File: src/rtl/uart_pattern_pkg.sv
// Shared constants and state encodings for the UART pattern loader.
package uart_pattern_pkg;

    localparam logic [7:0] SYNC_BYTE = 8'hA5;

    typedef enum logic [1:0] {
        WAIT_SYNC,
        GET_LEN,
        GET_DATA,
        GET_SUM
    } frame_state_e;

    typedef enum logic [1:0] {
        IDLE,
        DATA,
        STOP
    } uart_state_e;

endpackage

File: src/rtl/uart_rx_byte.sv
// 8N1 UART byte receiver: synchroniser, start validation, mid-bit sampling.
module uart_rx_byte
    import uart_pattern_pkg::*;
#(
    parameter int DIV = 217
) (
    input  logic       clk,
    input  logic       resetn,
    input  logic       rxd,
    output logic [7:0] data,
    output logic       valid,
    output logic       ferr
);

    localparam int CW = $clog2(DIV + 1);
    localparam logic [CW-1:0] HALF_M1 = CW'(DIV / 2 - 1);
    localparam logic [CW-1:0] FULL_M1 = CW'(DIV - 1);

    // [1] is the synchronised line, [2] its previous value
    logic [2:0]    sync_q, sync_d;
    uart_state_e   state_q, state_d;
    logic          hunt_q, hunt_d;
    logic [CW-1:0] cnt_q, cnt_d;
    logic [2:0]    bit_q, bit_d;
    logic [7:0]    shift_q, shift_d;
    logic [7:0]    data_q, data_d;
    logic          valid_q, valid_d;
    logic          ferr_q, ferr_d;

    logic rx_s;
    logic rx_fall;

    assign rx_s    = sync_q[1];
    // Edge-triggered start: a line held low after a bad stop bit is not a new start
    assign rx_fall = sync_q[2] & ~sync_q[1];

    always_comb begin
        sync_d  = {sync_q[1:0], rxd};
        state_d = state_q;
        hunt_d  = hunt_q;
        cnt_d   = cnt_q;
        bit_d   = bit_q;
        shift_d = shift_q;
        data_d  = data_q;
        valid_d = 1'b0;
        ferr_d  = 1'b0;
        unique case (state_q)
            IDLE: begin
                if (!hunt_q) begin
                    if (rx_fall) begin
                        hunt_d = 1'b1;
                        cnt_d  = '0;
                    end
                end else if (cnt_q == HALF_M1) begin
                    hunt_d = 1'b0;
                    cnt_d  = '0;
                    if (!rx_s) begin
                        state_d = DATA;
                        bit_d   = '0;
                    end
                end else begin
                    cnt_d = cnt_q + 1'b1;
                end
            end
            DATA: begin
                if (cnt_q == FULL_M1) begin
                    cnt_d   = '0;
                    shift_d = {rx_s, shift_q[7:1]};
                    bit_d   = bit_q + 3'd1;
                    if (bit_q == 3'd7) state_d = STOP;
                end else begin
                    cnt_d = cnt_q + 1'b1;
                end
            end
            STOP: begin
                if (cnt_q == FULL_M1) begin
                    cnt_d   = '0;
                    state_d = IDLE;
                    if (rx_s) begin
                        valid_d = 1'b1;
                        data_d  = shift_q;
                    end else begin
                        ferr_d = 1'b1;
                    end
                end else begin
                    cnt_d = cnt_q + 1'b1;
                end
            end
            default: state_d = IDLE;
        endcase
    end

    always_ff @(posedge clk or negedge resetn) begin
        if (!resetn) begin
            sync_q  <= 3'b111;
            state_q <= IDLE;
            hunt_q  <= 1'b0;
            cnt_q   <= '0;
            bit_q   <= '0;
            shift_q <= '0;
            data_q  <= '0;
            valid_q <= 1'b0;
            ferr_q  <= 1'b0;
        end else begin
            sync_q  <= sync_d;
            state_q <= state_d;
            hunt_q  <= hunt_d;
            cnt_q   <= cnt_d;
            bit_q   <= bit_d;
            shift_q <= shift_d;
            data_q  <= data_d;
            valid_q <= valid_d;
            ferr_q  <= ferr_d;
        end
    end

    assign data  = data_q;
    assign valid = valid_q;
    assign ferr  = ferr_q;

endmodule

File: src/rtl/uart_pattern_loader.sv
// Parses A5/LEN/data/CHK frames from the UART and writes the pattern memory.
module uart_pattern_loader
    import uart_pattern_pkg::*;
#(
    parameter int CLK_FREQ     = 25000000,
    parameter int BAUD         = 115200,
    parameter int WIDTH        = 8,
    parameter int DEPTH        = 21,
    parameter int ADDR_W       = 5,
    parameter int TIMEOUT_BITS = 20
) (
    input  logic              clk,
    input  logic              resetn,
    input  logic              rxd,
    output logic              mem_we,
    output logic [ADDR_W-1:0] mem_addr,
    output logic [WIDTH-1:0]  mem_wdata,
    output logic [ADDR_W-1:0] pat_last,
    output logic              pat_valid,
    output logic              loading,
    output logic [7:0]        rx_data,
    output logic              rx_valid,
    output logic              frame_err
);

    localparam int DIV = CLK_FREQ / BAUD;
    localparam int TMO = TIMEOUT_BITS * DIV;
    localparam int TW  = $clog2(TMO + 1);

    logic [7:0] rx_byte;
    logic       rx_ok;
    logic       rx_ferr;

    uart_rx_byte #(.DIV(DIV)) u_rx (
        .clk   (clk),
        .resetn(resetn),
        .rxd   (rxd),
        .data  (rx_byte),
        .valid (rx_ok),
        .ferr  (rx_ferr)
    );

    frame_state_e      fst_q, fst_d;
    logic [7:0]        len_q, len_d;
    logic [7:0]        cnt_q, cnt_d;
    logic [7:0]        acc_q, acc_d;
    logic              wrote_q, wrote_d;
    logic [TW-1:0]     tmo_q, tmo_d;
    logic              we_q, we_d;
    logic [ADDR_W-1:0] addr_q, addr_d;
    logic [WIDTH-1:0]  wdata_q, wdata_d;
    logic [ADDR_W-1:0] last_q, last_d;
    logic              pv_q, pv_d;
    logic              load_q, load_d;
    logic              err_q, err_d;

    logic in_frame;
    logic bad;

    assign in_frame = (fst_q != WAIT_SYNC);

    always_comb begin
        fst_d   = fst_q;
        len_d   = len_q;
        cnt_d   = cnt_q;
        acc_d   = acc_q;
        wrote_d = wrote_q;
        we_d    = 1'b0;
        addr_d  = addr_q;
        wdata_d = wdata_q;
        last_d  = last_q;
        pv_d    = pv_q;
        load_d  = load_q;
        bad     = 1'b0;
        tmo_d   = (in_frame && !rx_ok) ? tmo_q + 1'b1 : '0;
        unique case (fst_q)
            WAIT_SYNC: begin
                if (rx_ok && rx_byte == SYNC_BYTE) begin
                    fst_d   = GET_LEN;
                    load_d  = 1'b1;
                    wrote_d = 1'b0;
                end
            end
            GET_LEN: begin
                if (rx_ok) begin
                    if (rx_byte != 8'd0 && rx_byte <= 8'(DEPTH)) begin
                        len_d = rx_byte;
                        cnt_d = '0;
                        acc_d = '0;
                        fst_d = GET_DATA;
                    end else begin
                        bad = 1'b1;
                    end
                end
            end
            GET_DATA: begin
                if (rx_ok) begin
                    we_d    = 1'b1;
                    addr_d  = cnt_q[ADDR_W-1:0];
                    wdata_d = rx_byte[WIDTH-1:0];
                    acc_d   = acc_q ^ rx_byte;
                    cnt_d   = cnt_q + 8'd1;
                    wrote_d = 1'b1;
                    if (cnt_q + 8'd1 == len_q) fst_d = GET_SUM;
                end
            end
            GET_SUM: begin
                if (rx_ok) begin
                    if (rx_byte == acc_q) begin
                        last_d = ADDR_W'(len_q - 8'd1);
                        pv_d   = 1'b1;
                        load_d = 1'b0;
                        fst_d  = WAIT_SYNC;
                    end else begin
                        bad = 1'b1;
                    end
                end
            end
            default: fst_d = WAIT_SYNC;
        endcase
        if (in_frame && (rx_ferr || (!rx_ok && tmo_q == TW'(TMO - 1)))) begin
            bad = 1'b1;
        end
        // A UART error inside a frame folds into the frame abort: one pulse only
        err_d = bad || rx_ferr;
        if (bad) begin
            fst_d  = WAIT_SYNC;
            load_d = 1'b0;
            tmo_d  = '0;
            if (wrote_q) pv_d = 1'b0;
        end
    end

    always_ff @(posedge clk or negedge resetn) begin
        if (!resetn) begin
            fst_q   <= WAIT_SYNC;
            len_q   <= '0;
            cnt_q   <= '0;
            acc_q   <= '0;
            wrote_q <= 1'b0;
            tmo_q   <= '0;
            we_q    <= 1'b0;
            addr_q  <= '0;
            wdata_q <= '0;
            last_q  <= ADDR_W'(DEPTH - 1);
            pv_q    <= 1'b1;
            load_q  <= 1'b0;
            err_q   <= 1'b0;
        end else begin
            fst_q   <= fst_d;
            len_q   <= len_d;
            cnt_q   <= cnt_d;
            acc_q   <= acc_d;
            wrote_q <= wrote_d;
            tmo_q   <= tmo_d;
            we_q    <= we_d;
            addr_q  <= addr_d;
            wdata_q <= wdata_d;
            last_q  <= last_d;
            pv_q    <= pv_d;
            load_q  <= load_d;
            err_q   <= err_d;
        end
    end

    assign mem_we    = we_q;
    assign mem_addr  = addr_q;
    assign mem_wdata = wdata_q;
    assign pat_last  = last_q;
    assign pat_valid = pv_q;
    assign loading   = load_q;
    assign rx_data   = rx_byte;
    assign rx_valid  = rx_ok;
    assign frame_err = err_q;

endmodule

File: config.mk
export PLATFORM = sky130hd
export DESIGN_NAME = uart_pattern_loader
export DESIGN_NICKNAME = d
export VERILOG_FILES = /design/src/rtl/uart_pattern_pkg.sv /design/src/rtl/uart_rx_byte.sv /design/src/rtl/uart_pattern_loader.sv
export SDC_FILE = /design/constraint.sdc
export NUM_CORES = 1
export LEC_CHECK = 0
export BUFFER_PORTS_ARGS = -buffer_cell sky130_fd_sc_hd__buf_2
export CAP_MARGIN = 20
export CORE_MARGIN = 5
export CORE_UTILIZATION = 50
export CTS_BUF_LIST = sky130_fd_sc_hd__clkbuf_8
export DETAILED_ROUTE_END_ITERATION = 10
export PLACE_DENSITY = 0.77
export SLEW_MARGIN = 40
export SYNTH_ARGS = -nofsm -noshare
export SYNTH_HDL_FRONTEND = slang
export SYNTH_SLANG_ARGS = --single-unit
File: constraint.sdc
create_clock -name clk -period 4.3 [get_ports clk]
set_input_delay 1.075 -clock clk [delete_from_list [all_inputs] [get_ports clk]]
set_output_delay 1.075 -clock clk [all_outputs]
set_load 0.05 [all_outputs]
==> summary.md <==
The flow ran to the end, and the final reports show no timing, DRC or antenna violations. Total power for the finished layout comes to 1.72 mW. Clock tree synthesis inserted a total of 9 buffers.

Sorting the synthesized cells by area gives the leading types as dfrtp_1, mux2_2, nand2_1, ha_1, o21ai_0. The share of cells above drive strength 1 works out to 0.179. Summed over all layers, the global routing overflow is 0. No sink is reached through more buffers than the 2 on the longest clock path. Class of the worst hold path: flip-flop to flip-flop. The die is 108 µm tall. In this run the tool buffered the top-level ports with 33 buffer cells.

After global routing, the most crowded layer is met2. The hold buffer count at CTS was 0. The worst-case clock skew was 10.4 ps; the area share of the largest cell type after synthesis was 0.475. At the end of the flow, the number of nets in the layout was 510. The layout-stage area growth over the synthesis result works out to 9.89%.

Setup violations remaining at the end of the flow were counted as 0. The number of warnings printed during yosys synthesis was 0; the gate count after technology mapping was 465. The congestion estimate from routability-driven global placement came to 0.800.

The floorplan has 35 rows. The number of antenna diodes in the final layout is 0. The worst voltage drop across the vdd grid is 0.000181 V.

In the synthesized netlist, the cells that appear most often are dfrtp_1, nand2_1, o21ai_0. Counting every net in the synthesized netlist gives 483. The logs give 0 for the number of max-slew violations in the final report and 79 for the maximum number of pins on one net before global-route repair. Detailed placement ended at an HPWL of 6.59 mm. In this run the worst path has a maximum fanout of 18. The total of cells resized after clock tree synthesis is 0. 34 I/O pins were placed.

The initial antenna violation count is 0, and the routed wire length per instance is 15.2 µm. The number of detailed-routing iterations run before antenna repair is 4, and the per-cell via count in the routed design is 5.50. The hold path depth was 0. The detailed router finished its first iteration with 164 violations. The sequential share of the synthesized area came out at 0.508. For the number of global-route vias before repair, the log shows 3411. The max capacitance violation total was 0; the insertion delay of the later-clocked pin in the worst-skew pair was 360 ps. The global routing met2 resource utilization was 0.268; the initial core utilization was 0.516. Derived from the worst setup path, the maximum achievable clock frequency is 0.383 GHz. The final worst-path cycle share works out to 0.608. The final period demand of the worst path was 2610 ps; the flop and latch count out of synthesis was 97. The first global-routing pass estimated 16.6 mm of wire. Counting every sink on the clock net gives 97. The tools report the number of buffers added for setup after CTS as 0. In this run, distinct cell masters in the synthesized netlist total 52. The worst setup path is launched from a flip-flop.

The instance count after placement with tap cells included is 610, and the length in cells of the worst reg-to-reg path is 6. The data arrival at the endpoint of the critical path came out at 2860 ps. STA classifies the critical path endpoint as a flip-flop. The detail route stage leaves a number of antenna-violating nets equal to 0. The met3 layer usage reported by global route was 0.0330; the placeable core region was 9280 µm². In this run the power density over the cells is 327 nW/µm². The tree is rooted in a clkbuf_8. For this run, the leading register cell type out of synthesis is dfrtp_1. The logs give 0 for the hold violation total from the final report and 0 for the count of unresolved DRC violations after routing. The tools report the overall track demand over capacity in global routing as 0.177.

The run gives 0.257 as the global routing met1 resource utilization. The tools report the H-tree level count as 3. Adding up every negative setup slack in the final design gives 0 ps. The floorplan step defined a die boundary enclosing 11600 µm². After clock tree synthesis, the clock-pin slew on the worst setup and hold paths is 90 ps. At the worst endpoint, the required time is 4550 ps.

TritonCTS built the clock tree. The post-synthesis cell type with the largest combined area was dfrtp_1. Summing every instance area after synthesis gives 4790 µm². The number of synthesized flops with an enable pin works out to 0. The tools report the relative max-transition margin as 0.539.

The analysis attributes to cell leakage a power of 2.58 nW. After the flow finishes, the layout carries non-filler instances totaling 626. The width of the chip was 108 µm. Setup repair after global routing left no endpoint under its margin.

In the post-synthesis netlist, the cell with the most instances is dfrtp_1. For the total number of vias, the log shows 3444. The critical path class is flip-flop to flip-flop. The fraction of synthesis flops using an asynchronous set or reset pin works out to 1.00.

For the pin with the worst max-slew slack, the measured transition is 691 ps. Dividing the synthesized area by the synthesized cell count gives 10.3 µm². Summed over all layers, the routed wires come to 9.52 mm.
metrics by stage:
stage          setup slack, ps  utilization  instance area [µm²]  hold slack (ps)
6_report                  1690        0.568                 5270              363
5_1_grt                   1540        0.568                 5270              373
4_1_cts                   1710        0.568                 5270              366
3_5_place_dp              1750        0.543                 5040              352
3_3_place_gp              1800        0.542                 5030              347
2_1_floorplan             1870            -                 4790              345
state kept, by name, summed over array words and instances, names as in the netlist, 2 cells and up:
name          flops
acc_q             8
cnt_q             8
fst_q             2
len_q             8
mem_addr          5
mem_wdata         8
pat_last          5
tmo_q            13
u_rx.bit_q        3
u_rx.cnt_q        8
u_rx.data         8
u_rx.shift_q      8
u_rx.state_q      2
u_rx.sync_q       3
critical path: stages (launching register included):
cell and delay (ps):
dfrtp_1 490, or3_1 460, o31ai_4 260, o31a_1 540, nor2_2 290, a21o_1 240
a22o_1 210
report_power, final:
group	internal [mW]	switching (mW)	total [mW]
logic	0.0364	0.0590	0.0954
registers	0.935	0.0231	0.958
clock network	0.358	0.308	0.667
final timing paths:
path | from | to | slack [ps]
worst min-delay path | u_rx.sync_q[0]$_DFF_PN1_ | u_rx.sync_q[1]$_DFF_PN1_ | 360
max in group asynchronous | resetn | cnt_q[7]$_DFFE_PN0P_ | 2870
min in group asynchronous | resetn | len_q[3]$_DFFE_PN0P_ | 730
worst min register to register | u_rx.sync_q[0]$_DFF_PN1_ | u_rx.sync_q[1]$_DFF_PN1_ | 360
worst max register to register | u_rx.data[4]$_DFFE_PN0P_ | cnt_q[3]$_DFFE_PN0P_ | 1690
worst max-delay path | u_rx.data[4]$_DFFE_PN0P_ | cnt_q[3]$_DFFE_PN0P_ | 1690
layout make-up:
cell class,count,area (µm²)
fillers,832,4020
flip-flops and latches,97,2430
clock buffers,11,151
well taps,129,161
repair buffers,34,179
clock inverters,5,80.1
multi-input cells,328,2180
inverters,22,82.6
kinds of logic (layout without fill, tap and decap cells):
kind of cell               Yosys count  count (layout)  share of synthesized area
and+or+nand+nor                    159             159                      0.160
muxes                               28              28                     0.0658
buffers and inverters               40              72                     0.0381
DFF                                 97              97                      0.508
xor gates and xnor gates            33              33                     0.0634
AOI/OAI and AO/OA                   93              93                      0.126
adders and majority gates           15              15                     0.0391
placed cells by master, fill, tap and decap left out, types with 14 or more instances in the layout:
cell     netlist  layout
o21ai_1       20      20
nor3_1        15      15
o21ai_0       33      33
ha_1          15      15
nand2_1       59      58
xnor2_1       18      18
nor2_1        25      25
dfrtp_1       91      91
mux2_2        28      28
inv_1         21      22
buf_2          2      32
xor2_1        14      14
layer usage:
metal  share of wire  vias up
li1                -     1659
met3           0.043       12
met1            0.49     1705
met5               0        -
met2            0.45       68
met4           0.016        0
Note: power is estimated with default switching activity, not from simulation.
